==> config.mk <==
export PLATFORM = sky130hd
export DESIGN_NAME = pic_inta_sequencer
export DESIGN_NICKNAME = d
export VERILOG_FILES = /design/src/rtl/pic_inta_sequencer.sv
export SDC_FILE = /design/constraint.sdc
export NUM_CORES = 1
export LEC_CHECK = 0
export CORE_UTILIZATION = 43
export DETAILED_ROUTE_END_ITERATION = 8
export HOLD_SLACK_MARGIN = 0.05
export PLACE_DENSITY = 0.8
export SLEW_MARGIN = 20
export SYNTH_ARGS = -nofsm -noshare
export SYNTH_HDL_FRONTEND = slang
export SYNTH_SLANG_ARGS = --single-unit
export TNS_END_PERCENT = 1
==> constraint.sdc <==
create_clock -name clk -period 2.46 [get_ports clk]
set_clock_uncertainty 0.1 [all_clocks]
set_input_delay 0.738 -clock clk [delete_from_list [all_inputs] [get_ports clk]]
set_output_delay 0.738 -clock clk [all_outputs]
set_load 0.03 [all_outputs]
==> src/rtl/pic_inta_sequencer.sv <==
// 8259-style priority resolver and 8086 two-pulse INTA sequencer.
// Owns the in-service register, INT generation, vector drive and EOI/AEOI clearing.
module pic_inta_sequencer #(
  parameter int unsigned NUM_IR = 8
) (
  input  logic       clk,
  input  logic       reset,
  input  logic [7:0] irr,
  input  logic [7:0] imr,
  input  logic       inta_n,
  input  logic       aeoi_mode,
  input  logic [4:0] vector_base,
  input  logic       eoi_strobe,
  input  logic       eoi_specific,
  input  logic [2:0] eoi_level,
  output logic       int_out,
  output logic [1:0] inta_count,
  output logic       clear_valid,
  output logic [2:0] clear_level,
  output logic [7:0] isr,
  output logic [7:0] data_out,
  output logic       data_oe,
  output logic       spurious
);

  typedef enum logic [1:0] {StIdle, StPend, StAck1, StAck2} state_e;

  state_e     state;
  logic [2:0] lvl;
  logic       inta_n_q;

  logic [7:0] req;
  logic [3:0] p_idx;
  logic [3:0] s_idx;
  logic       eligible;
  logic       inta_edge;
  logic [7:0] eoi_clr;
  logic [7:0] aeoi_clr;
  logic [7:0] isr_set;
  logic [7:0] isr_d;

  assign req       = irr & ~imr;
  assign inta_edge = inta_n_q & ~inta_n;

  // Index 8 stands for "none set", so an empty ISR never blocks a request.
  always_comb begin
    p_idx = 4'd8;
    s_idx = 4'd8;
    for (int i = NUM_IR - 1; i >= 0; i--) begin
      if (req[i]) p_idx = 4'(i);
      if (isr[i]) s_idx = 4'(i);
    end
  end

  assign eligible = (req != 8'd0) && (p_idx < s_idx);

  // EOI and AEOI clears are applied before the acknowledge set, so a set wins.
  always_comb begin
    eoi_clr  = 8'd0;
    aeoi_clr = 8'd0;
    isr_set  = 8'd0;
    if (eoi_strobe) begin
      if (eoi_specific)        eoi_clr = 8'd1 << eoi_level;
      else if (s_idx < 4'd8)   eoi_clr = 8'd1 << s_idx[2:0];
    end
    if (state == StAck2 && inta_n && aeoi_mode && !spurious) aeoi_clr = 8'd1 << lvl;
    if (state == StPend && inta_edge && eligible)            isr_set  = 8'd1 << p_idx[2:0];
    isr_d = (isr & ~(eoi_clr | aeoi_clr)) | isr_set;
  end

  always_ff @(posedge clk or posedge reset) begin
    if (reset) begin
      state       <= StIdle;
      lvl         <= 3'd0;
      inta_n_q    <= 1'b1;
      int_out     <= 1'b0;
      inta_count  <= 2'd0;
      clear_valid <= 1'b0;
      clear_level <= 3'd0;
      isr         <= 8'd0;
      data_out    <= 8'd0;
      data_oe     <= 1'b0;
      spurious    <= 1'b0;
    end else begin
      inta_n_q    <= inta_n;
      isr         <= isr_d;
      clear_valid <= 1'b0;
      unique case (state)
        StIdle: begin
          if (eligible) begin
            int_out <= 1'b1;
            state   <= StPend;
          end
        end
        StPend: begin
          if (inta_edge) begin
            if (eligible) begin
              lvl         <= p_idx[2:0];
              clear_valid <= 1'b1;
              clear_level <= p_idx[2:0];
              spurious    <= 1'b0;
            end else begin
              lvl      <= 3'd7;
              spurious <= 1'b1;
            end
            int_out    <= 1'b0;
            inta_count <= 2'd1;
            state      <= StAck1;
          end
        end
        StAck1: begin
          if (inta_edge) begin
            inta_count <= 2'd2;
            data_out   <= {vector_base, lvl};
            data_oe    <= 1'b1;
            state      <= StAck2;
          end
        end
        StAck2: begin
          if (inta_n) begin
            data_oe    <= 1'b0;
            data_out   <= 8'd0;
            inta_count <= 2'd0;
            state      <= StIdle;
          end
        end
        default: state <= StIdle;
      endcase
    end
  end

endmodule

==> impl_metrics.py <==
metrics = {
    "status": {
        "status": "complete, but fails checks",
        "violations": "negative setup slack",
    },
    "die": {
        "fp.coreArea_um2": 4380,
        "die_w_um": 70.0,
        "start_util_pct": 45.3,
        "fp.dieH_um": 70.0,
        "fp-row-count": 24,
        "die_area_um2": 4900,
        "ios": 55,
    },
    "layout": {
        "nFillCells": 292,
        "regArea_um2": 777,
        "n_antenna_cell": 0,
        "drive_gt1_share_pct": 32.8,
        "nNetsFinal": 369,
        "layout_commonest_cell": "buf_4",
        "fin_cells": 384,
        "layout_common_cells": "buf_4, clkdlybuf4s50_1, dfrtp_1",
        "post-route-util_pct": 74.9,
        "fin_area_um2": 3280,
        "multiInputGateArea_um2": 1320,
        "area_growth_pct": 65.2,
    },
    "synth": {
        "syn-num-nets": 262,
        "ys_seq_area_share_pct": 39.1,
        "synth_seq_cells": 31,
        "netlist_area_um2": 1990,
        "ys.flop_type": "dfrtp_1",
        "synthCells": 224,
        "synth-edff-count": 0,
        "postSynthAreaPerCell_um2": 8.87,
        "synth.distinct_cells": 60,
        "yosysWarnings": 0,
        "ys_async_sr_fraction_pct": 100,
    },
    "worst_setup_path": {
        "max_stage_delay_ns": 0.37,
        "cp_num_buf_inv": 1,
        "r2r_end": "state[1]",
        "r2r_cells": 9,
        "critPathTopFamily": "compound AO/OA/AOI/OAI gates",
        "r2r_start": "isr[6]",
        "cp.depth": 10,
        "required_ns": 2.53,
        "crit_path_start": "irr[7]",
        "crit_end": "clear_level[2]",
        "worstSetupStartpointType": "primary input",
        "worstSetupPathType": "primary input to flip-flop",
        "crit_path_max_fanout": 8,
        "cpMaxStageDelayCell": "o311a_4",
        "crit_chain": "clkdlybuf4s15_1, or2b_4, a211oi_2, o311a_4, ha_4, nor2_4, o21ai_4, o21bai_4, a21o_4, mux2_4",
        "crit_path_end_kind": "flip-flop",
        "r2r_slack_ns": -0.10,
        "arrival_ns": 2.79,
    },
    "clock_tree": {
        "insertion_delay_ns": 0.28,
        "cts_buffer_depth": 2,
        "clockRootBuffer": "clkbuf_8",
        "cts_max_level": 2,
        "clkSinkCount": 31,
        "cts_buffers": 5,
        "cts_tree": "built",
        "cts_hold_buf": 0,
        "clkSlewWorstSetupHoldPaths_ns": 0.07,
    },
    "timing": {
        "setup_viol": 19,
        "period_needed_ns": 2.72,
        "hold_ws_ns": 0.415,
        "hold_viol": 0,
        "tightest_slew_ns": 0.622,
        "drv_slew": 0,
        "post-route-period-util_pct": 111,
        "rsz0062_at_grt": "true",
        "setup_ws_ns": -0.260,
        "clock.fmax_mhz": 368,
        "slew_headroom_pct": 58.6,
    },
    "global_route": {
        "grt_start_max_net_pins": 32,
        "grt_usage_pct": 24.5,
        "antenna_found_initial": 0,
        "overflow": 0,
        "grt_pass1_vias": 2077,
        "grt_pass1_wl_mm": 9.69,
    },
    "routing": {
        "wl_per_cell_um": 16.7,
        "drc_errors": 0,
        "avgViaCountPerCell": 5.73,
        "drt-initial-drc-count": 255,
        "drtPass1Iterations": 4,
        "detail-route-antenna-nets": 0,
        "num_vias": 2199,
        "wl_mm": 6.43,
    },
    "place": {
        "place.gp.congestion": 0.902,
        "post_dp_cell_area_um2": 2880,
        "dp_cells": 366,
        "portBuffers": 54,
        "hpwl_mm": 4.01,
    },
    "worst_hold_path": {
        "hp-class": "flip-flop to flip-flop",
        "hold_depth": 1,
    },
    "power": {
        "p_leak_nw": 1.45,
        "p_total_mw": 3.90,
        "peakVddDrop_v": 0.000730,
        "powerDensity_nw_per_um2": 1190,
    },
    "flow_run": {
        "maxCapViolCount": 0,
    },
}
-- how the worst min path moves through the flow --
stage | from | to | slack (ns)
after floorplan | state[0] | state[0] | 0.43
after global placement | inta_count[0] | inta_count[0] | 0.39
after detailed placement | inta_count[0] | inta_count[0] | 0.39
after CTS | inta_count[0] | inta_count[0] | 0.41
after global routing | inta_count[1] | inta_count[1] | 0.44
final | inta_count[1] | inta_count[1] | 0.41
-- synthesized netlist by cell type, types with 2 or more instances --
library cell  number  area [um^2]
a21o_1             2         15.0
a21oi_1            8         40.0
a31oi_1            3         18.8
a32o_1             2         20.0
and2_1             2         12.5
clkbuf_1           4         15.0
dfrtp_1           30          751
ha_1               8          100
inv_1             22         82.6
mux2_4             2         30.0
nand2_1           12         45.0
nand2b_1           7         43.8
nand3_1           15         75.1
nand4_1            2         12.5
nor2_1            18         67.6
nor2b_1            6         37.5
nor3_1             6         30.0
nor4b_1            2         17.5
o21a_1             2         15.0
o21ai_0           24          120
o22ai_1            2         12.5
o31ai_1            2         15.0
o41ai_1            3         26.3
or2b_1             2         15.0
or2b_2             2         17.5
or3_1              2         12.5
-- layout make-up --
| type | instances | share of cell area [%] |
|---|---|---|
| clock buffers | 6 | 2.52 |
| clock inverters | 2 | 1.07 |
| inverters | 22 | 2.52 |
| multi-input cells | 166 | 40.3 |
| flip-flops and latches | 31 | 23.7 |
| well taps | 52 | 1.98 |
| repair buffers | 105 | 27.9 |
-- cells by family (layout without fill, tap and decap cells) --
| kind of cell | count (synthesis) | after routing | synth area share (%) |
|---|---|---|---|
| flops | 31 | 31 | 39.1 |
| compound gates | 68 | 68 | 23.4 |
| simple gates | 87 | 87 | 24.9 |
| buf+inv | 27 | 135 | 5.48 |
| mux | 3 | 3 | 2.08 |
| fa+ha+maj | 8 | 8 | 5.04 |
-- repair_timing --
| action | 4_1_cts | 5_1_grt |
|---|---|---|
| gates resized for setup | 65 | 26 |
| pin swaps | 10 | 14 |
| setup endpoints to repair | 19 | 19 |
| buffers inserted | 4 | 6 |
-- per-stage QoR --
step	TNS (ns)	setup slack, ns
2_1_floorplan	-7.00	-0.533
3_3_place_gp	-16.10	-1.05
3_5_place_dp	-17.17	-1.11
4_1_cts	-4.61	-0.370
5_1_grt	-3.81	-0.309
6_report	-3.15	-0.260
-- report_power, final --
part	internal [mW]	total, mW	leakage [nW]	switching, mW
Sequential	0.708	0.858	0.387	0.150
Clock	0.328	0.533	0.0612	0.205
Combinational	1.18	2.51	1.01	1.34
-- sequential cells by signal, summed over array words and instances (netlist names), 2 cells and up --
| register | flops |
|---|---|
| data_out | 8 |
| isr | 8 |
| clear_level | 3 |
| lvl | 3 |
| inta_count | 2 |
| state | 2 |
-- routing by layer --
| metal | routed length, um | track usage (%) | vias up |
|---|---|---|---|
| met5 | 0 | 0 | - |
| met4 | 162 | 7.11 | 0 |
| met3 | 272 | 3.61 | 16 |
| met2 | 3240 | 42.3 | 79 |
| met1 | 2760 | 31.7 | 1073 |
| li1 | - | - | 1031 |
(Power assumes the default switching activity.)
